==> config.mk <==
export PLATFORM = sky130hd
export DESIGN_NAME = fp_normalize_round_flat
export DESIGN_NICKNAME = d
export VERILOG_FILES = /design/src/rtl/fp_normalize_round_if.sv /design/src/rtl/fp_normalize_round.sv /design/src/flat_wrapper.sv
export SDC_FILE = /design/constraint.sdc
export NUM_CORES = 1
export LEC_CHECK = 0
export CAP_MARGIN = 20
export CORE_MARGIN = 5
export CORE_UTILIZATION = 28
export CTS_CLUSTER_SIZE = 28
export DETAILED_ROUTE_END_ITERATION = 7
export RECOVER_POWER = 100
export SLEW_MARGIN = 30
export SYNTH_ARGS = -nofsm -noshare
export SYNTH_HDL_FRONTEND = slang
export SYNTH_SLANG_ARGS = --single-unit
==> constraint.sdc <==
create_clock -name clk -period 3.9 [get_ports clk]
set_input_delay 0.39 -clock clk [delete_from_list [all_inputs] [get_ports clk]]
set_output_delay 0.39 -clock clk [all_outputs]
set_load 0.05 [all_outputs]
==> src/rtl/fp_normalize_round_if.sv <==
// Handshake bundle for the FP adder post-addition stage.
// The slave modport is the normalize/round block; the master modport is the producer/consumer side.
interface fp_normalize_round_if #(
    parameter int MANT_W = 26
);
    logic              in_valid;
    logic              in_ready;
    logic              in_sign;
    logic [7:0]        in_exp;
    logic [MANT_W-1:0] in_mant;
    logic              out_valid;
    logic              out_ready;
    logic [31:0]       fp_out;
    logic              out_ovf;

    modport master (
        output in_valid, in_sign, in_exp, in_mant, out_ready,
        input  in_ready, out_valid, fp_out, out_ovf
    );

    modport slave (
        input  in_valid, in_sign, in_exp, in_mant, out_ready,
        output in_ready, out_valid, fp_out, out_ovf
    );
endinterface

==> src/rtl/fp_normalize_round.sv <==
// Post-addition stage: magnitude, iterative one-shift-per-cycle normalization,
// round-to-nearest-even and IEEE-754 single-precision packing.
module fp_normalize_round #(
    parameter int MANT_W = 26,
    parameter int FRAC_W = 23
) (
    input  logic                  clk,
    input  logic                  rst_n,
    fp_normalize_round_if.slave   bus
);

    typedef enum logic [2:0] {IDLE, ABS, NORM, ROUND, DONE} state_t;

    state_t            state;
    state_t            state_next;
    logic [MANT_W-1:0] m;
    logic [8:0]        e;
    logic              g;
    logic              t;
    logic              s;
    logic [31:0]       fp_q;
    logic              ovf_q;

    logic              m_zero;
    logic              m_wide;
    logic              m_low;
    logic              round_up;
    logic [MANT_W-1:0] m_rnd;
    logic [MANT_W-1:0] m_fin;
    logic [8:0]        e_fin;

    assign m_zero = (m == '0);
    assign m_wide = |m[MANT_W-1:FRAC_W+1];
    assign m_low  = !m[FRAC_W] && (e > 9'd1);

    // A round carry out of the hidden bit renormalizes to 1.0 with the next exponent.
    always_comb begin
        round_up = g & (t | m[0]);
        m_rnd    = m + MANT_W'(round_up);
        m_fin    = m_rnd;
        e_fin    = e;
        if (m_rnd[FRAC_W+1]) begin
            m_fin = MANT_W'(1) << FRAC_W;
            e_fin = e + 9'd1;
        end
    end

    always_ff @(posedge clk or negedge rst_n) begin
        if (!rst_n) state <= IDLE;
        else        state <= state_next;
    end

    always_comb begin
        state_next = state;
        case (state)
            IDLE:  if (bus.in_valid) state_next = ABS;
            ABS:   state_next = NORM;
            NORM: begin
                if (m_zero)                 state_next = DONE;
                else if (!m_wide && !m_low) state_next = ROUND;
            end
            ROUND: state_next = DONE;
            DONE:  if (bus.out_ready) state_next = IDLE;
            default: state_next = IDLE;
        endcase
    end

    always_ff @(posedge clk or negedge rst_n) begin
        if (!rst_n) begin
            m     <= '0;
            e     <= '0;
            g     <= 1'b0;
            t     <= 1'b0;
            s     <= 1'b0;
            fp_q  <= '0;
            ovf_q <= 1'b0;
        end else begin
            case (state)
                IDLE: begin
                    if (bus.in_valid) begin
                        m <= bus.in_mant;
                        s <= bus.in_sign;
                        e <= (bus.in_exp == 8'd0) ? 9'd1 : {1'b0, bus.in_exp};
                    end
                end
                ABS: begin
                    if (m[MANT_W-1]) m <= ~m + MANT_W'(1);
                    s <= s ^ m[MANT_W-1];
                    g <= 1'b0;
                    t <= 1'b0;
                end
                NORM: begin
                    if (m_zero) begin
                        fp_q  <= '0;
                        ovf_q <= 1'b0;
                    end else if (m_wide) begin
                        t <= t | g;
                        g <= m[0];
                        m <= m >> 1;
                        e <= e + 9'd1;
                    end else if (m_low) begin
                        m <= m << 1;
                        e <= e - 9'd1;
                    end
                end
                ROUND: begin
                    m <= m_fin;
                    e <= e_fin;
                    if (e_fin >= 9'd255) begin
                        fp_q  <= {s, 8'hFF, 23'h0};
                        ovf_q <= 1'b1;
                    end else begin
                        fp_q  <= {s, (m_fin[FRAC_W] ? e_fin[7:0] : 8'h00), m_fin[FRAC_W-1:0]};
                        ovf_q <= 1'b0;
                    end
                end
                DONE: begin
                    if (bus.out_ready) ovf_q <= 1'b0;
                end
                default: ;
            endcase
        end
    end

    assign bus.in_ready  = (state == IDLE);
    assign bus.out_valid = (state == DONE);
    assign bus.fp_out    = fp_q;
    assign bus.out_ovf   = ovf_q;

endmodule
==> src/flat_wrapper.sv <==
// flat-port wrapper written by rule: the top's interface ports become plain ports
module fp_normalize_round_flat 
#(
    parameter int MANT_W = 26,
    parameter int FRAC_W = 23
)
  (clk, rst_n, bus_in_valid, bus_in_sign, bus_in_exp, bus_in_mant, bus_out_ready, bus_in_ready, bus_out_valid, bus_fp_out, bus_out_ovf);
  fp_normalize_round_if #(.MANT_W(MANT_W)) bus_i ();
  input  logic clk;
  input  logic rst_n;
  input wire logic [$bits(bus_i.in_valid)-1:0] bus_in_valid;
  input wire logic [$bits(bus_i.in_sign)-1:0] bus_in_sign;
  input wire logic [$bits(bus_i.in_exp)-1:0] bus_in_exp;
  input wire logic [$bits(bus_i.in_mant)-1:0] bus_in_mant;
  input wire logic [$bits(bus_i.out_ready)-1:0] bus_out_ready;
  output wire logic [$bits(bus_i.in_ready)-1:0] bus_in_ready;
  output wire logic [$bits(bus_i.out_valid)-1:0] bus_out_valid;
  output wire logic [$bits(bus_i.fp_out)-1:0] bus_fp_out;
  output wire logic [$bits(bus_i.out_ovf)-1:0] bus_out_ovf;
  assign bus_i.in_valid = bus_in_valid;
  assign bus_i.in_sign = bus_in_sign;
  assign bus_i.in_exp = bus_in_exp;
  assign bus_i.in_mant = bus_in_mant;
  assign bus_i.out_ready = bus_out_ready;
  assign bus_in_ready = bus_i.in_ready;
  assign bus_out_valid = bus_i.out_valid;
  assign bus_fp_out = bus_i.fp_out;
  assign bus_out_ovf = bus_i.out_ovf;
  fp_normalize_round #(.MANT_W(MANT_W), .FRAC_W(FRAC_W)) u_core (.clk(clk), .rst_n(rst_n), .bus(bus_i));
endmodule
---- After elaboration in Yosys (flattened, before gate mapping) ----
Cells that the tools add are included.
word-level totals
  register bits ........................... 74
  input port bits ......................... 39
  output and inout port bits .............. 35
operators by class
  add/sub/neg operators ................... 4
  $lt $le $gt $ge ......................... 2
  equal/unequal tests ..................... 12
  mux-type cells .......................... 35
  bitwise logic cells ..................... 5
  reductions and logical operators ........ 23
operators with widths
  kind                     number
  $mux W26                 6
  $pmux W26 S4             1
  $pmux W32 S2             1
  $mux W9                  5
  $mux W32                 1
  $mux W31                 1
  $pmux W9 S3              1
  $add A26 B1 Y26          1
  $add A26 B1 Y26 const B  1
  $logic_not A26 Y1        1
  $not A26 Y26             1
  $mux W8                  2
  $pmux W3 S5              1
  $mux W3                  4
  $add A9 B1 Y9 const B    1
  $ge A9 B8 Y1 const B     1
  $gt A9 B1 Y1 const B     1
  $reduce_and A3 Y1        3
  $sub A9 B1 Y9 const B    1
  $logic_not A8 Y1         1
  $mux W1                  8
  $reduce_and A4 Y1        2
  $eq A3 B2 Y1 const B     2
  $ne A2 B1 Y1 const B     3
  other kinds (18)         31

---- Longest topological paths before layout ----
Gate-level depths: netlist of the first run.
  depth after elaboration ................. 7
  depth in mapped cells ................... 12
  gate-level depth less buffers ........... 10

---- Worst setup path after synthesis of the first run ----
OpenSTA, ideal clock, no wires.
  path kind ............................... register to register
  start ................................... register u_core.m[0]
  end ..................................... register u_core.fp_q[16], in the netlist u_core.bus.fp_out[16]
  setup time .............................. 0.122 ns
  arrival ................................. 2.800 ns
  path slack .............................. 0.978 ns
  stages on the path, launching flop included .. 13
  clock period less this slack ............ 2.922 ns
  cell sequence ........................... dfrtp_1 o21a_1 ha_1 ha_1 nand4_4 or3_1 buf_2 o21ai_4 a211oi_2 xor2_1 a41oi_2 buf_6 a32o_1
on the way
  cells in the longest elaborated chain, start to end .. 7
RTL lines
  item                    RTL line                   RTL
  start, declared         fp_normalize_round.sv:16   logic [MANT_W-1:0] m;
  start signal, assigned  fp_normalize_round.sv:81   m <= bus.in_mant;
  start signal, assigned  fp_normalize_round.sv:87   if (m[MANT_W-1]) m <= ~m + MANT_W'(1);
  start signal, assigned  fp_normalize_round.sv:99   m <= m >> 1;
  $or A1 B1 Y1            fp_normalize_round.sv:38   round_up = g & (t | m[0]);
  $and A1 B1 Y1           fp_normalize_round.sv:38
  $add A26 B1 Y26         fp_normalize_round.sv:39   m_rnd = m + MANT_W'(round_up);
  $mux W9                 fp_normalize_round.sv:42   if (m_rnd[FRAC_W+1]) begin
  $ge A9 B8 Y1            fp_normalize_round.sv:109  if (e_fin >= 9'd255) begin
  $mux W31                fp_normalize_round.sv:109
  $pmux W32 S2            fp_normalize_round.sv:78   case (state)
  end signal, assigned    fp_normalize_round.sv:110  fp_q <= {s, 8'hFF, 23'h0};
  end signal, assigned    fp_normalize_round.sv:113  fp_q <= {s, (m_fin[FRAC_W] ? e_fin[7:0] : 8'h00), m_fin[FRAC_W-1:0]};
  end, declared           fp_normalize_round.sv:21   logic [31:0] fp_q;
Parallel ways exist; a longest one is shown, timed or not.
A chain may end at the register's enable or synchronous reset.

---- Worst setup path in the final report of the first run ----
  start ................................... register u_core.m[0]
  end ..................................... register u_core.m[17]
on the way
  cells in the longest elaborated chain, start to end .. 5
RTL lines
  item             RTL line
  $or A1 B1 Y1     fp_normalize_round.sv:38
  $and A1 B1 Y1    fp_normalize_round.sv:38
  $add A26 B1 Y26  fp_normalize_round.sv:39
  $mux W26         fp_normalize_round.sv:42
  $pmux W26 S4     fp_normalize_round.sv:78
Parallel ways exist; a longest one is shown, timed or not. The select of a mux whose other input is x is not followed.

==> key figures, run 1 <==
STA
  – Count of final setup violators: 0
  – RSZ-0062 raised after global routing: false
  – Total negative slack: 0 ns
  – Slew margin rel.: -0.347
  – Worst clock skew: 0.0118 ns
  – Fin. Hold Viols: 0
  – Fmax: 284 MHz
  – Final Cycle Share: 0.903
  – Worst slew pin tran: 2.02 ns
  – Setup ws final: 0.380 ns
  – Fin. max-slew vios: 75
  – Fin crit period: 3.52 ns

Detailed routing
  – DR pass1 iterations: 5
  – Drt via density: 5.45
  – DRT iter0 DRCs: 615
  – Drt wl/cell: 18.6 um
  – Via count: 5502
  – Residual DRC count: 0
  – Antenna-violating nets left: 0
  – Total Routed Length: 18800 um

Logic synthesis
  – Post-synth top cells: nand2_1, dfrtp_1, nor2_1
  – Post-synth EDFFs: 0
  – Area leader, netlist: dfrtp_1
  – Synth Area in Simple Gates: 0.241
  – Seq cells post-synth: 74
  – Ys flop type: dfrtp_1
  – Syn. warnings: 0
  – Synth area leaders: dfrtp_1, nand2_1, o21ai_0
  – Cells after synthesis: 699
  – XOR/XNOR Fraction of Synth Area: 0.0604
  – Most numerous cell in the Yosys netlist: nand2_1
  – Compound-Gate Fraction of Synth Area: 0.272
  – Async SR Flop Fraction: 1.00
  – Fraction of synthesized area in multiplexers: 0.0109
  – Synth cell types: 65
  – Synth Cell Area: 0.00551 mm^2
  – Sequential fraction of the synthesis area: 0.336
  – Main combinational cell family by area after synthesis: compound AO/OA/AOI/OAI gates
  – Adder-cell share of the synthesized area: 0.0136
  – Syn nets: 744
  – Avg Synthesized Cell Area: 7.88 um^2
  – Post-synth top area share: 0.336

Setup path
  – Reg2Reg Depth: 11
  – Setup Crit Path Kind: reg2reg
  – CP endpoint kind: register
  – Crit path DAT: 3.81 ns
  – Reg2reg end: u_core.m[17]
  – Worst Path Max Fanout: 22
  – FF-to-FF setup slack: 0.38 ns
  – Worst Path Required: 4.19 ns
  – Worst setup startpoint: u_core.m[0]
  – Critical path startpoint category: register
  – Worst Setup EP: u_core.m[17]
  – RR Startpoint: u_core.m[0]

Global routing
  – Initial antenna violation count: 0
  – GRT busiest layer: met1
  – Overall global routing resource usage: 0.167
  – Largest net degree at the start of global routing: 75
  – First-pass GRT wire length: 29500 um
  – GRT met3 Usage: 0.0349
  – GR met2 Demand/Resource: 0.239
  – M1 GR Usage: 0.248
  – Number of global-route vias before repair: 5089
  – GRT overflow: 0

Outcome
  – Failing checks: capacitance limit, slew limit
  – Status: finished with violations

Worst hold path
  – Hold Startpoint: u_core.bus.fp_out[31]
  – Hold Path Class: reg2reg

Placed design
  – Worst slack, placed: 0.512 ns
  – Placed wire-length estimate: 13000 um
  – RD Place Congestion: 0.862
  – Port Buffer Count: 73
  – Post-place instance area: 0.00645 mm^2

Power and ir drop
  – Leak: 2.63 nW
  – Switching part of the total power: 0.532
  – Clock network power share: 0.138
  – Cell Pwr Density: 886 mW/mm^2
  – Switch Pwr: 3.15 mW
  – Internal power: 2.78 mW
  – Comb pwr share: 0.596
  – VDD IR max: 0.401 mV
  – Tot Pwr: 5.93 mW
  – Sequential share of power: 0.266

Job
  – Max_cap viols: 1

Clocking
  – CTS Buffer Depth: 2
  – Clock Sinks: 74
  – Hold-fix buffers at CTS: 0
  – Clk slew on worst S/H paths: 0.07 ns
  – Clk_lat worst skew: 0.35 ns
  – CTS tree: built
  – Root Buffer: clkbuf_16
  – Num CTS Buffers: 9
  – Setup repair bufs after CTS: 0
  – PostCTS Resize Cnt: 0
  – H-tree levels: 3

Layout
  – Synth-to-layout area growth: 21.5%
  – Fin nets: 785
  – Antenna fix cells: 0
  – Ratio of cells with drive above 1 in the final layout: 0.0738
  – Fin util: 0.345
  – Fill cells: 2088
  – Design area: 0.00669 mm^2

Die
  – Core area: 0.0194 mm^2
  – Initial Util: 0.284
  – DIE AREA: 0.0226 mm^2
  – Die Y: 150 um
  – Die width: 150 um
  – FP Rows: 51
  – I/O Pins: 74
## area by class of cell
class	instances	area, um^2	share of cell area
multi-input combinational	543	3280	0.490
sequential	74	1850	0.277
timing repair buffer	96	881	0.132
tap	265	332	0.0496
clock buffer	10	239	0.0357
inverter	16	60.1	0.00898
clock inverter	6	48.8	0.00729
## how the worst min path moves through the flow
stage | to | cells past startpoint | slack [ns]
finish | u_core.bus.fp_out[31] | 2 | 0.48
global route | u_core.bus.fp_out[19] | 1 | 0.51
CTS | u_core.bus.fp_out[9] | 1 | 0.11
detailed placement | u_core.bus.fp_out[24] | 2 | 0.48
global placement | u_core.bus.fp_out[31] | 2 | 0.47
floorplan | u_core.bus.fp_out[0] | 0 | 0.09
## per-stage QoR
stage,cells,hold slack (ns)
after floorplan,699,0.0944
after global placement,994,0.465
after detailed placement,994,0.476
after CTS,1010,0.110
after global routing,1010,0.514
final,1010,0.478
## registers in the layout, summed over array words and instances, names as in the netlist
name	cells
u_core.s	1
u_core.bus.out_ovf	1
u_core.g	1
u_core.state	3
u_core.t	1
u_core.m	26
u_core.e	9
u_core.bus.fp_out	32
## worst max-delay path, cell delays in order, from the launching register on
cell      delay, ns
dfrtp_1        0.45
o21a_1         0.14
ha_1           0.23
ha_1           0.35
nand4_4        0.17
or3_1          0.55
o21ai_4        0.32
nand3_1        0.10
clkbuf_2       0.41
nor2_1         0.43
o221ai_1       0.18
nand2_1        0.11
## cells by family (layout without fill, tap and decap cells)
| kind of cell | count (synthesis) | count (layout) |
|---|---|---|
| mux | 6 | 6 |
| buf+inv | 82 | 128 |
| fa+ha+maj | 6 | 6 |
| flops | 74 | 74 |
| xor+xnor | 38 | 38 |
| simple gates | 271 | 271 |
| compound gates | 222 | 222 |
## power by group through the flow
stage / registers (mW) / logic (mW) / clock network, mW
after floorplan: 1.72 / 2.38 / 0
after global placement: 1.58 / 3.59 / 0
after detailed placement: 1.58 / 3.59 / 0
after CTS: 1.57 / 3.61 / 0.845
after global routing: 1.64 / 3.85 / 0.871
final: 1.58 / 3.53 / 0.818
## layer usage
metal / part of all wire / vias to the layer above / wire [um]
li1: - / 2640 / -
met1: 0.48 / 2621 / 8950
met2: 0.43 / 218 / 8080
met3: 0.075 / 23 / 1410
met4: 0.019 / 0 / 350
met5: 0 / - / 0
## placed cells by master (no fill, tap or decap), drive strengths merged, types with 18 or more instances in the layout
master         Yosys  layout
inv               16      18
a21oi             41      41
nand3             22      22
o21ai             68      68
xnor2             21      21
dfrtp             74      74
nor3              30      30
nand2             98      98
nor2              69      69
dlygate4sd3        0      35
clkdlybuf4s50      0      37
No activity file was read; power rests on OpenSTA's default activity.
==> run 2, diff against run 1 <==
CAP_MARGIN = not set   (was 20)
==> results of run 2 <==
No change in the layout: final DEF, timing and power equal those of run 1.
==> RTL edit: new RTL, flow settings as in run 1 <==
`MANT_W` is set to 26 in 3 places; all go to 52.
--- a/src/rtl/fp_normalize_round_if.sv
+++ b/src/rtl/fp_normalize_round_if.sv
@@ -1,7 +1,7 @@
 // Handshake bundle for the FP adder post-addition stage.
 // The slave modport is the normalize/round block; the master modport is the producer/consumer side.
 interface fp_normalize_round_if #(
-    parameter int MANT_W = 26
+    parameter int MANT_W = 52
 );
     logic              in_valid;
     logic              in_ready;
--- a/src/rtl/fp_normalize_round.sv
+++ b/src/rtl/fp_normalize_round.sv
@@ -1,7 +1,7 @@
 // Post-addition stage: magnitude, iterative one-shift-per-cycle normalization,
 // round-to-nearest-even and IEEE-754 single-precision packing.
 module fp_normalize_round #(
-    parameter int MANT_W = 26,
+    parameter int MANT_W = 52,
     parameter int FRAC_W = 23
 ) (
     input  logic                  clk,
--- a/src/flat_wrapper.sv
+++ b/src/flat_wrapper.sv
@@ -1,7 +1,7 @@
 // flat-port wrapper written by rule: the top's interface ports become plain ports
 module fp_normalize_round_flat 
 #(
-    parameter int MANT_W = 26,
+    parameter int MANT_W = 52,
     parameter int FRAC_W = 23
 )
   (clk, rst_n, bus_in_valid, bus_in_sign, bus_in_exp, bus_in_mant, bus_out_ready, bus_in_ready, bus_out_valid, bus_fp_out, bus_out_ovf);
Ports: changed (resized bus_in_mant); port bits go from 74 to 100. The function was not compared with the original's and may differ.
==> RTL edit against run 1 <==
  * The flow still finishes with violations (max-capacitance violations, max-slew violations)
  * Maximum frequency is 3.7% lower
  * Worst setup slack worse by 140 ps
  * Non-clock buffer count is 50 higher
  * Global-route usage is 0.94 points higher
  * Count of clock-buffer cells in the layout is 1 higher
  * Power is 41% higher
  * Sequential cell count is 26 higher
  * Routed wire length is 62% higher
  * Synthesized area is 53% higher
  * Final area is 49% higher
  * Clock power is 9.3% higher
  * First-iteration DRC count is 33% higher
  * Combinational power is 42% higher
  * Critical endpoint is now u_core.e[0]
  * Largest power group unchanged
==> RTL edit: results (changes against run 1) <==
- Status: finished with violations (unchanged)
- Violated checks: max-capacitance violations, max-slew violations (unchanged)
- CP Data Arrival Time: 3910 ps (was 3810 ps)
- Post-synth top cells: nand2_1 (125), o21ai_0 (114), dfrtp_1 (100), nor2_1 (95), clkbuf_1 (81) (was nand2_1 (98), dfrtp_1 (74), nor2_1 (68), o21ai_0 (65), a21oi_1 (41))
- Max Cap Violations: 1 (unchanged)
- Vias in the first global route: 8441 (was 5089)
- Final std cells w/o fill: 1538 (was 1010)
- Clock buf/inv share: 0.0281 (was 0.0430)
- Multi-input gates: 865 (was 543)
- Fill cell count: 3175 (was 2088)
- Slew Limit Fails: 50 (was 75)
- Initial DRT Pass Iterations: 7 (was 5)
- GRT Total Usage: 0.177 (was 0.167)
- Total Power: 8340 uW (was 5930 uW)
- Fin nets: 1214 (was 785)
- Wire length on met3: 2.09 mm (was 1.41 mm)
- First-pass GRT wire length: 48.2 mm (was 29.5 mm)
- Routability congestion estimate: 0.900 (was 0.862)
- Post-synth cell types: 80 (was 65)
- Maximum vdd drop: 0.380 mV (was 0.401 mV)
- Pin count of the biggest net entering global routing: 68 (was 75)
- Multi-input combinational area share: 0.531 (was 0.490)
- Syn Area/Cell: 7.62 um2 (was 7.88 um2)
- P_leak: 0.00373 uW (was 0.00263 uW)
- Bufs w/o clock: 146 (was 96)
- Headroom to the max-slew limit: -1.03 (was -0.347)
- # clk buffers: 11 (was 10)
- Clk sinks: 100 (was 74)
- Synth area leaders: dfrtp_1 (30%), o21ai_0 (6.8%), nand2_1 (5.6%) (was dfrtp_1 (34%), nand2_1 (6.7%), o21ai_0 (5.9%))
- Via density: 5.71 (was 5.45)
- Met2 wire len: 14.1 mm (was 8.08 mm)
- Initial DRC count: 820 (was 615)
- Signal buf overhead: 0.134 (was 0.132)
- Clock share of power: 0.107 (was 0.138)
- Detailed placement HPWL: 21.5 mm (was 13.0 mm)
## RTL edit: cell count changes in the layout (fill, tap and decap cells not counted), moves of 18 or more
cell,delta
a21oi_1,+18
buf_4,+24
clkdlybuf4s50_1,+26
dfrtp_1,+26
nand2_1,+27
nor2_1,+25
nor3_1,+20
nor4_1,+19
o21ai_0,+51
xnor2_1,+22
## RTL edit: kinds of logic after synthesis
kind of cell,synth area share
simple gates,0.250
compound gates,0.267
buf+inv,0.0741
flops,0.298
xor+xnor,0.0771
mux,0.0251
fa+ha+maj,0.00893
## RTL edit: worst paths after layout
check                                startpoint              endpoint  slack [ps]  depth (start not counted)
setup / recovery                    u_core.m[0]           u_core.e[0]         240                         11
hold / removal             u_core.bus.fp_out[6]  u_core.bus.fp_out[6]         470                          2
setup reg to reg                    u_core.m[0]           u_core.e[0]         240                         11
hold reg to reg            u_core.bus.fp_out[6]  u_core.bus.fp_out[6]         470                          2
max in group asynchronous                 rst_n          u_core.m[11]         910                          2
min in group asynchronous                 rst_n          u_core.m[49]        1030                          1
